$ cat src/rtl/arith_pkg.sv
// ============================================================================
// Module      : arith_pkg
// Description : Shared types and helpers for the iterative arithmetic blocks.
// Revision    : 1.0 - initial release
// ============================================================================
`default_nettype none

package arith_pkg;

    typedef enum logic [0:0] {
        RESTING     = 1'b0,
        MULTIPLYING = 1'b1
    } arith_state_t;

    // Iteration counter width; never below one bit so WIDTH=2 still has a counter.
    function automatic int count_width(input int width);
        return (width < 2) ? 1 : $clog2(width);
    endfunction

endpackage : arith_pkg

`default_nettype wire

$ cat src/rtl/mul_add.sv
// ============================================================================
// Module      : mul_add
// Description : Sequential shift-and-add dividend = quotient*divisor+remainder,
//               fixed latency of WIDTH cycles, error when remainder is invalid
//               or the result does not fit in WIDTH bits.
// Revision    : 1.0 - initial release
// ============================================================================
`default_nettype none

module mul_add
    import arith_pkg::*;
#(
    parameter int WIDTH = 32
) (
    input  logic             clk,
    input  logic             rst,
    input  logic [WIDTH-1:0] quotient,
    input  logic [WIDTH-1:0] divisor,
    input  logic [WIDTH-1:0] remainder,
    input  logic             data_in_valid,
    output logic [WIDTH-1:0] dividend,
    output logic             data_out_valid,
    output logic             error,
    output logic             busy
);

    localparam int          c_cw   = count_width(WIDTH);
    localparam int          c_aw   = 2 * WIDTH + 1;
    localparam logic [c_cw-1:0] c_last = c_cw'(WIDTH - 1);

    arith_state_t       r_state;
    logic [WIDTH-1:0]   r_a;
    logic [2*WIDTH-1:0] r_b;
    logic [c_aw-1:0]    r_acc;
    logic               r_bad;
    logic [c_cw-1:0]    r_count;

    logic [c_aw-1:0]    w_acc_next;
    logic               w_overflow;

    // Accumulator after this cycle's conditional add; the final cycle's value
    // feeds the result directly so completion lands on edge WIDTH.
    always_comb begin
        w_acc_next = r_acc + (r_a[0] ? {1'b0, r_b} : {c_aw{1'b0}});
        w_overflow = |w_acc_next[c_aw-1:WIDTH];
    end

    always_ff @(posedge clk) begin
        if (rst) begin
            r_state        <= RESTING;
            r_a            <= '0;
            r_b            <= '0;
            r_acc          <= '0;
            r_bad          <= 1'b0;
            r_count        <= '0;
            dividend       <= '0;
            data_out_valid <= 1'b0;
            error          <= 1'b0;
            busy           <= 1'b0;
        end else begin
            case (r_state)
                RESTING: begin
                    data_out_valid <= 1'b0;
                    if (data_in_valid) begin
                        r_a     <= quotient;
                        r_b     <= {{WIDTH{1'b0}}, divisor};
                        r_acc   <= {{(WIDTH + 1){1'b0}}, remainder};
                        r_bad   <= (remainder >= divisor);
                        r_count <= '0;
                        busy    <= 1'b1;
                        r_state <= MULTIPLYING;
                    end
                end
                MULTIPLYING: begin
                    r_acc   <= w_acc_next;
                    r_a     <= r_a >> 1;
                    r_b     <= r_b << 1;
                    r_count <= r_count + c_cw'(1);
                    if (r_count == c_last) begin
                        if (r_bad || w_overflow) begin
                            dividend <= '0;
                            error    <= 1'b1;
                        end else begin
                            dividend <= w_acc_next[WIDTH-1:0];
                            error    <= 1'b0;
                        end
                        data_out_valid <= 1'b1;
                        busy           <= 1'b0;
                        r_state        <= RESTING;
                    end
                end
                default: begin
                    r_state <= RESTING;
                end
            endcase
        end
    end

endmodule : mul_add

`default_nettype wire

$ cat config.mk
export PLATFORM = sky130hd
export DESIGN_NAME = mul_add
export DESIGN_NICKNAME = d
export VERILOG_FILES = /design/src/rtl/arith_pkg.sv /design/src/rtl/mul_add.sv
export SDC_FILE = /design/constraint.sdc
export NUM_CORES = 1
export LEC_CHECK = 0
export CORE_UTILIZATION = 44
export CTS_CLUSTER_DIAMETER = 150
export DETAILED_ROUTE_END_ITERATION = 10
export PLACE_DENSITY_LB_ADDON = 0.05
export SYNTH_ARGS = -nofsm -noshare
export SYNTH_HDL_FRONTEND = slang
export SYNTH_SLANG_ARGS = --single-unit
export TNS_END_PERCENT = 100
$ cat constraint.sdc
create_clock -name clk -period 3.6 [get_ports clk]
set_clock_uncertainty 0.2 [all_clocks]
set_input_delay 0.72 -clock clk [delete_from_list [all_inputs] [get_ports clk]]
set_output_delay 0.72 -clock clk [all_outputs]
set_load 0.01 [all_outputs]
-- Word level (Yosys, flattened, before mapping)
Cells that the tools add are included.
- register bits: 203
- input bits: 99
- add/sub/neg operators: 2
- order comparisons: 1
- equality and inequality tests: 3
- multiplexer cells: 19
- bitwise operators: 1
- reduce and logical (&&, ||, !) cells: 5
- operator list (operator ; count):
    65-bit one-hot mux with 2 select lines ; 1
    64-bit 2-to-1 mux ; 2
    64-bit one-hot mux with 2 select lines ; 1
    65-bit by 64-bit adder with 65-bit output ; 1
    65-bit 2-to-1 mux ; 1
    32-bit 2-to-1 mux ; 2
    32-bit one-hot mux with 2 select lines ; 1
    33-bit OR reduction ; 1
    32-bit >= comparator ; 1
    5-bit one-hot mux with 2 select lines ; 1
    1-bit 2-to-1 mux ; 6
    1-bit one-hot mux with 2 select lines ; 3
    2-bit AND reduction ; 3
    5-bit by 1-bit adder with 5-bit output (second input constant) ; 1
    5-bit equality test (second input constant) ; 1
    5-bit 2-to-1 mux ; 1
    2-bit by 1-bit inequality test with 1-bit output (second input constant) ; 1
    2-bit inequality test (second input constant) ; 1
    1-bit logical OR ; 1
    1-bit inverter ; 1

-- Depth between registers and ports, before layout
Gate-level depths: netlist (run 1).
- depth in word-level cells: 5
- depth in mapped cells: 16

-- Least setup slack after synthesis (run 1)
Ideal clock, no wire load.
- path type: register to register
- from: register r_a[0]
- to: register error
- data arrival time: 3.602 ns
- required time: 3.285 ns
- slack: -0.317 ns
- stages on the path, launching flop included: 16
- path buffers: 2
- cells stage by stage: dfxtp_1 clkbuf_1 and2_1 ha_1 fa_1 a211oi_1 o21ai_1 a211oi_2 a211oi_1 or4b_1 nand3_1 o2111ai_1 nor4_1 nand4_1 buf_2 o21a_1
- word-level cells in the longest chain between the ends: 5
- RTL lines (what ; line ; RTL):
    start: declaration ; mul_add.sv:32 ; logic [WIDTH-1:0] r_a;
    start signal: assignment ; mul_add.sv:65 ; r_a <= quotient;
    start signal: assignment ; mul_add.sv:76 ; r_a <= r_a >> 1;
    64-bit 2-to-1 mux ; mul_add.sv:44 ; w_acc_next = r_acc + (r_a[0] ? {1'b0, r_b} : {c_aw{1'b0}});
    65-bit by 64-bit adder with 65-bit output ; mul_add.sv:44 ;
    33-bit OR reduction ; mul_add.sv:45 ; w_overflow = |w_acc_next[c_aw-1:WIDTH];
    1-bit logical OR ; mul_add.sv:80 ; if (r_bad || w_overflow) begin
    1-bit 2-to-1 mux ; mul_add.sv:80 ;
    end signal: assignment ; mul_add.sv:58 ; error <= 1'b0;
    end signal: assignment ; mul_add.sv:82 ; error <= 1'b1;
    end signal: assignment ; mul_add.sv:85 ; error <= 1'b0;
    end: declaration ; mul_add.sv:23 ; output logic error,
No other way between the ends.
A chain may end at the register's enable or synchronous reset.

-- Worst setup path after layout (run 1)
- from: register r_a[0]
- to: register dividend[3]
- word-level cells in the longest chain between the ends: 5
- RTL lines (what ; line ; RTL):
    64-bit 2-to-1 mux * ; mul_add.sv:44 ;
    65-bit by 64-bit adder with 65-bit output * ; mul_add.sv:44 ;
    33-bit OR reduction ; mul_add.sv:45 ;
    1-bit logical OR ; mul_add.sv:80 ;
    32-bit 2-to-1 mux * ; mul_add.sv:80 ;
    end signal: assignment ; mul_add.sv:84 ; dividend <= w_acc_next[WIDTH-1:0];
    end: declaration ; mul_add.sv:21 ; output logic [WIDTH-1:0] dividend,
Every way passes the cells marked *; elsewhere a longest branch is shown, timed or not.

==> results of run 1 <==
[synthesized netlist by cell type (9+ instances only)]
cell | n | area share (%)
sky130_fd_sc_hd__a211oi_1 | 77 | 4.1
sky130_fd_sc_hd__a21o_1 | 44 | 2.3
sky130_fd_sc_hd__a21oi_1 | 188 | 6.7
sky130_fd_sc_hd__a22o_1 | 34 | 2.1
sky130_fd_sc_hd__and2_1 | 68 | 3.0
sky130_fd_sc_hd__and3_1 | 35 | 1.5
sky130_fd_sc_hd__buf_1 | 10 | 0.27
sky130_fd_sc_hd__buf_2 | 25 | 0.88
sky130_fd_sc_hd__clkbuf_1 | 93 | 2.5
sky130_fd_sc_hd__dfxtp_1 | 203 | 29
sky130_fd_sc_hd__ha_1 | 98 | 8.7
sky130_fd_sc_hd__inv_1 | 45 | 1.2
sky130_fd_sc_hd__mux2i_1 | 76 | 5.4
sky130_fd_sc_hd__nand2_1 | 107 | 2.8
sky130_fd_sc_hd__nand3_1 | 39 | 1.4
sky130_fd_sc_hd__nand4_1 | 63 | 2.8
sky130_fd_sc_hd__nor2_1 | 257 | 6.8
sky130_fd_sc_hd__nor2b_1 | 41 | 1.8
sky130_fd_sc_hd__nor3_1 | 38 | 1.3
sky130_fd_sc_hd__nor4_1 | 12 | 0.53
sky130_fd_sc_hd__o211ai_1 | 10 | 0.53
sky130_fd_sc_hd__o21a_1 | 15 | 0.80
sky130_fd_sc_hd__o21ai_0 | 59 | 2.1
sky130_fd_sc_hd__o21ai_1 | 39 | 1.4
sky130_fd_sc_hd__o21bai_1 | 9 | 0.48
sky130_fd_sc_hd__or3_1 | 9 | 0.40
sky130_fd_sc_hd__xnor2_1 | 25 | 1.5
sky130_fd_sc_hd__xor2_1 | 19 | 1.2
[cells by family (layout without fill, tap and decap cells)]
kind of cell	Yosys count	in the layout	share of synthesized area (%)
compound gates	540	540	24.8
xor+xnor	44	44	2.72
fa+ha+maj	99	99	8.81
buf+inv	177	675	5.09
flops	203	203	28.7
mux	77	77	5.46
simple gates	703	703	24.4
[flip-flops by register name, summed over array words and instances (netlist names)]
signal and cells:
data_out_valid 1, dividend 32, r_bad 1, r_acc 65, busy 1, r_count 5
r_state 1, error 1, r_a 32, r_b 64
[what timing repair did]
action                                  4_1_cts  5_1_grt
endpoints found under the setup margin       39       40
pin swaps                                    39       29
gates resized for setup                     139       96
cloned                                        3        2
setup buffers                                26       13
[through the flow]
stage / util [%] / total power [uW] / hold slack [ns] / instance area (um2) / cells
finish: 66.8 / 5980 / 0.245 / 21100 / 2743
global route: 66.8 / 6220 / 0.255 / 21100 / 2743
CTS: 65.1 / 6000 / 0.248 / 20500 / 2731
detailed placement: 59.2 / 3380 / 0.239 / 18700 / 2657
global placement: 59.2 / 3370 / 0.233 / 18700 / 2657
floorplan: - / 2930 / 0.235 / 14200 / 1843
[cells in the final DEF (no fill, tap or decap), types with 10 or more instances in the layout]
cell                                n
sky130_fd_sc_hd__clkbuf_16         27
sky130_fd_sc_hd__buf_12            11
sky130_fd_sc_hd__o21ai_1           37
sky130_fd_sc_hd__inv_1             45
sky130_fd_sc_hd__o21ai_2           20
sky130_fd_sc_hd__o21a_1            13
sky130_fd_sc_hd__a21o_1            44
sky130_fd_sc_hd__clkdlybuf4s50_1  131
sky130_fd_sc_hd__buf_6             17
sky130_fd_sc_hd__o21ai_0           38
sky130_fd_sc_hd__ha_1              65
sky130_fd_sc_hd__a21oi_2           25
sky130_fd_sc_hd__nor2b_1           41
sky130_fd_sc_hd__nor2_1           248
sky130_fd_sc_hd__nor3_1            30
sky130_fd_sc_hd__and2_1            53
sky130_fd_sc_hd__o211ai_1          10
sky130_fd_sc_hd__buf_4            422
sky130_fd_sc_hd__xor2_1            17
sky130_fd_sc_hd__dfxtp_1          201
sky130_fd_sc_hd__a21oi_1          162
sky130_fd_sc_hd__ha_4              31
sky130_fd_sc_hd__xnor2_1           19
sky130_fd_sc_hd__a22o_1            34
sky130_fd_sc_hd__a211oi_1          69
sky130_fd_sc_hd__nand3_1           33
sky130_fd_sc_hd__and2_4            15
sky130_fd_sc_hd__nand2_1          101
sky130_fd_sc_hd__mux2i_1           75
sky130_fd_sc_hd__nand4_1           63
sky130_fd_sc_hd__and3_1            34
[worst max-delay path: cells and delay by family, from the launching register on]
family          cells  cell delay (ns)
simple gates        3             0.35
xor+xnor            1             0.19
fa+ha+maj           2             0.55
compound gates      7             1.54
buf+inv             5             0.70
flops               1             0.38
[layout make-up]
type | count | share of cell area (%)
Clock buffer | 34 | 3.41
Clock inverter | 11 | 0.564
Multi-Input combinational cell | 1463 | 49.9
Tap cell | 402 | 2.39
Timing Repair Buffer | 585 | 23.6
Inverter | 45 | 0.801
Sequential cell | 203 | 19.3
[report_power, final]
group / internal (uW) / switching [uW]
logic: 495 / 533
registers: 2330 / 67.8
clock network: 1540 / 1010
[worst max-delay path by stage]
stage	end	slack, ns	cells after the start
2_1_floorplan	error	-0.09	15
3_3_place_gp	error	-0.49	15
3_5_place_dp	error	-0.58	14
4_1_cts	error	-0.29	16
5_1_grt	error	-0.57	15
6_report	dividend[3]	-0.39	18
[routing by layer]
metal  routed length [um]  vias up  share of wire, %  global-route usage, %
li1                     -     7673                 -                      -
met3                 3250       79               6.3                   5.76
met2                22800      452                44                   48.6
met4                 1200        2               2.3                   7.39
met1                24400     7242                47                   43.5
met5                   13        -             0.025                      0
==> run summary, run 1 <==
## Worst setup path
- 3.87 ns — critical path required time
- register to register — kind of critical path
- 4.26 ns — Arr. time, crit path
- -0.39 ns — setup slack, reg-to-reg
- register — startpoint type of the worst setup path
- sky130_fd_sc_hd__fa_2 — worst-path cell with the longest stage delay
- dividend[3] — capturing point of the worst reg2reg path
- r_a[0] — launching instance or port of the critical path
- 0.39 ns — crit-path max cell delay
- and2_4 > ha_4 > fa_2 > a211oi_4 > nor4_4 > a211oi_4 > o211ai_1 > a22oi_2 > buf_6 > o31ai_4 > buf_6 > a211oi_4 > xor2_2 > buf_6 > buf_12 > clkbuf_16 > nand4_1 > o21ai_2 — CP Cell Sequence
- 18 — count of cells along the worst register-to-register path
- register — crit end category
- 7 — top fanout value on the critical path
- r_a[0] — Reg-to-Reg Start

## Drt
- 51600 um — Total Wirelength
- 0 — post-route ant nets
- 5.63 — vias per cell
- 1157 — First DRT Iteration DRCs
- 15400 — number of vias in the routed layout
- 7 — drt first pass iters
- 18.8 um — mean routed wirelength per cell
- 0 — Post-route DRC

## Final layout
- 29.4% — fraction of final layout cells sized beyond drive strength 1
- 0 — ANT cells
- 49.0% — Layout area overhead
- 10500 um2 — multi-input logic area
- 2728 — Fill cells
- 4070 um2 — register area
- 2521 — net total in the final layout

## Synthesis
- 28.7% — sequential element share of the synthesized area
- 71 — number of library cell types mapped by synthesis
- 14100 um2 — combined area of all synthesized cells
- 1843 — cell count after synthesis
- sky130_fd_sc_hd__dfxtp_1 — most common flop cell mapped by yosys
- 2041 — Net Count, Synth
- 0% — ys async rst share
- 203 — total of flip-flops plus latches after synthesis
- 0 — number of enable-type register cells in the synthesized netlist
- 7.68 um2 — syn avg cell area
- 0 — yosys warns

## Clock tree
- sky130_fd_sc_hd__clkbuf_16 — CTS Root Cell
- 3 — Max Buffers Root-to-Sink
- 203 — CTS sink count
- done — TritonCTS clock tree
- 1 — number of H-tree levels
- 25 — TritonCTS Buffers
- 0.54 ns — clock latency on the worst-skew pair
- 0 — Hold Buf Count CTS
- 0.06 ns — post-CTS clock slew at the launch and capture registers of the worst setup and hold paths

## Global routing
- 1 — initial antenna violation count
- 0 — remaining global-route overflow
- 76 — maximum number of pins on one net before global-route repair
- 14900 — vias in the first global route
- 31.0% — total routing resource utilization after global routing
- 81000 um — global-route wire length before repair

## Power and ir drop
- 0.00928 uW — static power due to leakage
- 355 uV — maximum vdd drop
- 283 nW/um2 — total power density per cell area

## STA
- 0 — Max Transition Viols Final
- -0.391 ns — final worst slack
- 251 MHz — Fmax achieved
- 111% — final worst-path cycle share
- yes — unrepaired setup endpoints after global routing
- 0 — Hold Violations, Final
- 35.6% — worst slew slack as a fraction of its limit
- -10.95 ns — sum of negative setup slack
- 3.99 ns — crit path time final
- 0.953 ns — Least-Margin Pin Slew
- 34 — Setup violations, final

## Hold path
- 2 — worst hold path stage count
- dividend[14] — Hold Crit Endpoint
- dividend[14] — worst hold path startpoint
- register to register — Min-Delay Path Class

## Die
- 32900 um2 — die area
- 31600 um2 — area of the core region
- 134 — top-level port count
- 181 um — die span in y
- 44.8% — effective utilization at floorplan
- 181 um — chip width
- 65 — number of placement rows

## Outcome
- finished with violations — result of the run
- negative setup slack — violations in the final reports

## Placed design
- -0.580 ns — worst slack at placement
- 133 — count of input and output buffers
- 0.990 — placer congestion estimate
- 39100 um — half-perimeter wire length after detailed placement

## Run
- 0 — max cap viols

Note: power is estimated with default switching activity, not from simulation.
==> run 2, diff against run 1 <==
- CTS_BUF_LIST: unset -> sky130_fd_sc_hd__clkbuf_2
==> run summary, run 2 (synthesis results as in run 1) <==
## Outcome
- finished with violations — result of the run
- negative setup slack — violations in the final reports

## Power and ir drop
- 232 uV — maximum vdd drop
- 0.00915 uW — static power due to leakage
- 244 nW/um2 — total power density per cell area

## Drt
- 6 — drt first pass iters
- 15500 — number of vias in the routed layout
- 1114 — First DRT Iteration DRCs
- 5.56 — vias per cell
- 0 — Post-route DRC
- 18.5 um — mean routed wirelength per cell
- 0 — post-route ant nets
- 51400 um — Total Wirelength

## STA
- 0 — Max Transition Viols Final
- -9.71 ns — sum of negative setup slack
- 110% — final worst-path cycle share
- 252 MHz — Fmax achieved
- 35 — Setup violations, final
- 0 — Hold Violations, Final
- 43.2% — worst slew slack as a fraction of its limit
- -0.374 ns — final worst slack
- yes — unrepaired setup endpoints after global routing
- 0.129 ns — worst hold slack after final layout
- 3.97 ns — crit path time final
- 0.842 ns — Least-Margin Pin Slew

## Placed design
- 133 — count of input and output buffers
- 39100 um — half-perimeter wire length after detailed placement
- -0.580 ns — worst slack at placement
- 0.990 — placer congestion estimate

## Clock tree
- 0.10 ns — post-CTS clock slew at the launch and capture registers of the worst setup and hold paths
- 3 — Max Buffers Root-to-Sink
- sky130_fd_sc_hd__clkbuf_2 — CTS Root Cell
- 2 — number of H-tree levels
- 55 — TritonCTS Buffers
- done — TritonCTS clock tree
- 1.02 ns — clock latency on the worst-skew pair
- 203 — CTS sink count

## Die
- 134 — top-level port count
- 31600 um2 — area of the core region
- 44.8% — effective utilization at floorplan
- 181 um — die span in y
- 181 um — chip width
- 65 — number of placement rows
- 32900 um2 — die area

## Global routing
- 0 — remaining global-route overflow
- 31.2% — total routing resource utilization after global routing
- 76 — maximum number of pins on one net before global-route repair
- 80900 um — global-route wire length before repair
- 3 — initial antenna violation count
- 15200 — vias in the first global route

## Worst setup path
- register — startpoint type of the worst setup path
- register — crit end category
- register to register — kind of critical path
- 4.62 ns — Arr. time, crit path
- 12 — top fanout value on the critical path
- 4.25 ns — critical path required time

## Run
- 0 — max cap viols

## Final layout
- 422 x sky130_fd_sc_hd__buf_4, 250 x sky130_fd_sc_hd__nor2_1, 201 x sky130_fd_sc_hd__dfxtp_1, 156 x sky130_fd_sc_hd__a21oi_1, 131 x sky130_fd_sc_hd__clkdlybuf4s50_1 — commonest cells after routing, fill and taps aside
- 65 — flip-flop count of the largest register after layout
- r_acc — largest reg by FF count
- 2546 — net total in the final layout
- sky130_fd_sc_hd__buf_4 — commonest non-fill, non-tap cell in the layout
- r_acc (65), r_b (64) — Top Registers
- 45.1% — Layout area overhead
- 29.5% — fraction of final layout cells sized beyond drive strength 1

## Hold path
- input port to register — Min-Delay Path Class

[run 2: power breakdown]
part / leakage (uW) / internal [uW] / switching (uW)
Combinational: 0.00714 / 491 / 530
Sequential: 0.00165 / 2320 / 66.2
Clock: 0.000356 / 592 / 1010
Total: 0.00915 / 3410 / 1610
[run 2: critical path, cell delays in order (launching register included)]
cell and delay [ns]:
sky130_fd_sc_hd__dfxtp_4 0.39, sky130_fd_sc_hd__buf_6 0.15, sky130_fd_sc_hd__and2_1 0.16, sky130_fd_sc_hd__ha_4 0.29, sky130_fd_sc_hd__buf_4 0.11, sky130_fd_sc_hd__nand4_1 0.18, sky130_fd_sc_hd__or3_4 0.44, sky130_fd_sc_hd__o211ai_1 0.32
sky130_fd_sc_hd__a22oi_2 0.10, sky130_fd_sc_hd__buf_6 0.16, sky130_fd_sc_hd__o31ai_4 0.26, sky130_fd_sc_hd__xor2_2 0.14, sky130_fd_sc_hd__nor4_2 0.31, sky130_fd_sc_hd__nand4_1 0.15, sky130_fd_sc_hd__buf_6 0.18, sky130_fd_sc_hd__buf_12 0.14
sky130_fd_sc_hd__o21a_1 0.17
[run 2: worst paths after layout]
| kind | start | endpoint | slack [ns] | cells after the start |
|---|---|---|---|---|
| max reg2reg | r_a[0] | error | -0.37 | 16 |
| min | quotient[31] | r_a[31] | 0.13 | 3 |
| min reg2reg | dividend[14] | dividend[14] | 0.25 | 2 |
| max | r_a[0] | error | -0.37 | 16 |
[run 2: final cells by class]
cell class                 count  area, um2
fill                        2787      11000
multi-input combinational   1463      10400
timing repair buffer         580       4930
sequential                   203       4070
tap                          402        503
clock buffer                  81        405
inverter                      45        169
clock inverter                12       50.0
antenna                        1       2.50
[run 2: per-stage QoR]
stage | utilization [%] | power (uW) | cells | cell area [um2]
5_1_grt | 65.1 | 5300 | 2787 | 20500
2_1_floorplan | - | 2930 | 1843 | 14200
3_3_place_gp | 59.2 | 3370 | 2657 | 18700
3_5_place_dp | 59.2 | 3380 | 2657 | 18700
4_1_cts | 63.7 | 5060 | 2778 | 20100
6_report | 65.1 | 5020 | 2787 | 20500
[run 2: what timing repair did]
action / CTS / global route
gates cloned: 3 / 1
endpoints found under the setup margin: 39 / 46
setup buffers: 23 / 8
pin swaps: 45 / 24
hold buffers: 2 / 0
endpoints found under the hold margin: 37 / 0
resized for setup: 137 / 68
[run 2: metal layers]
metal	track usage [%]	wire length [um]	part of all wire, %
met5	0	16	0.031
met4	11.6	1360	2.6
met3	6.73	3260	6.3
met2	47.5	22300	43
met1	42.9	24500	48
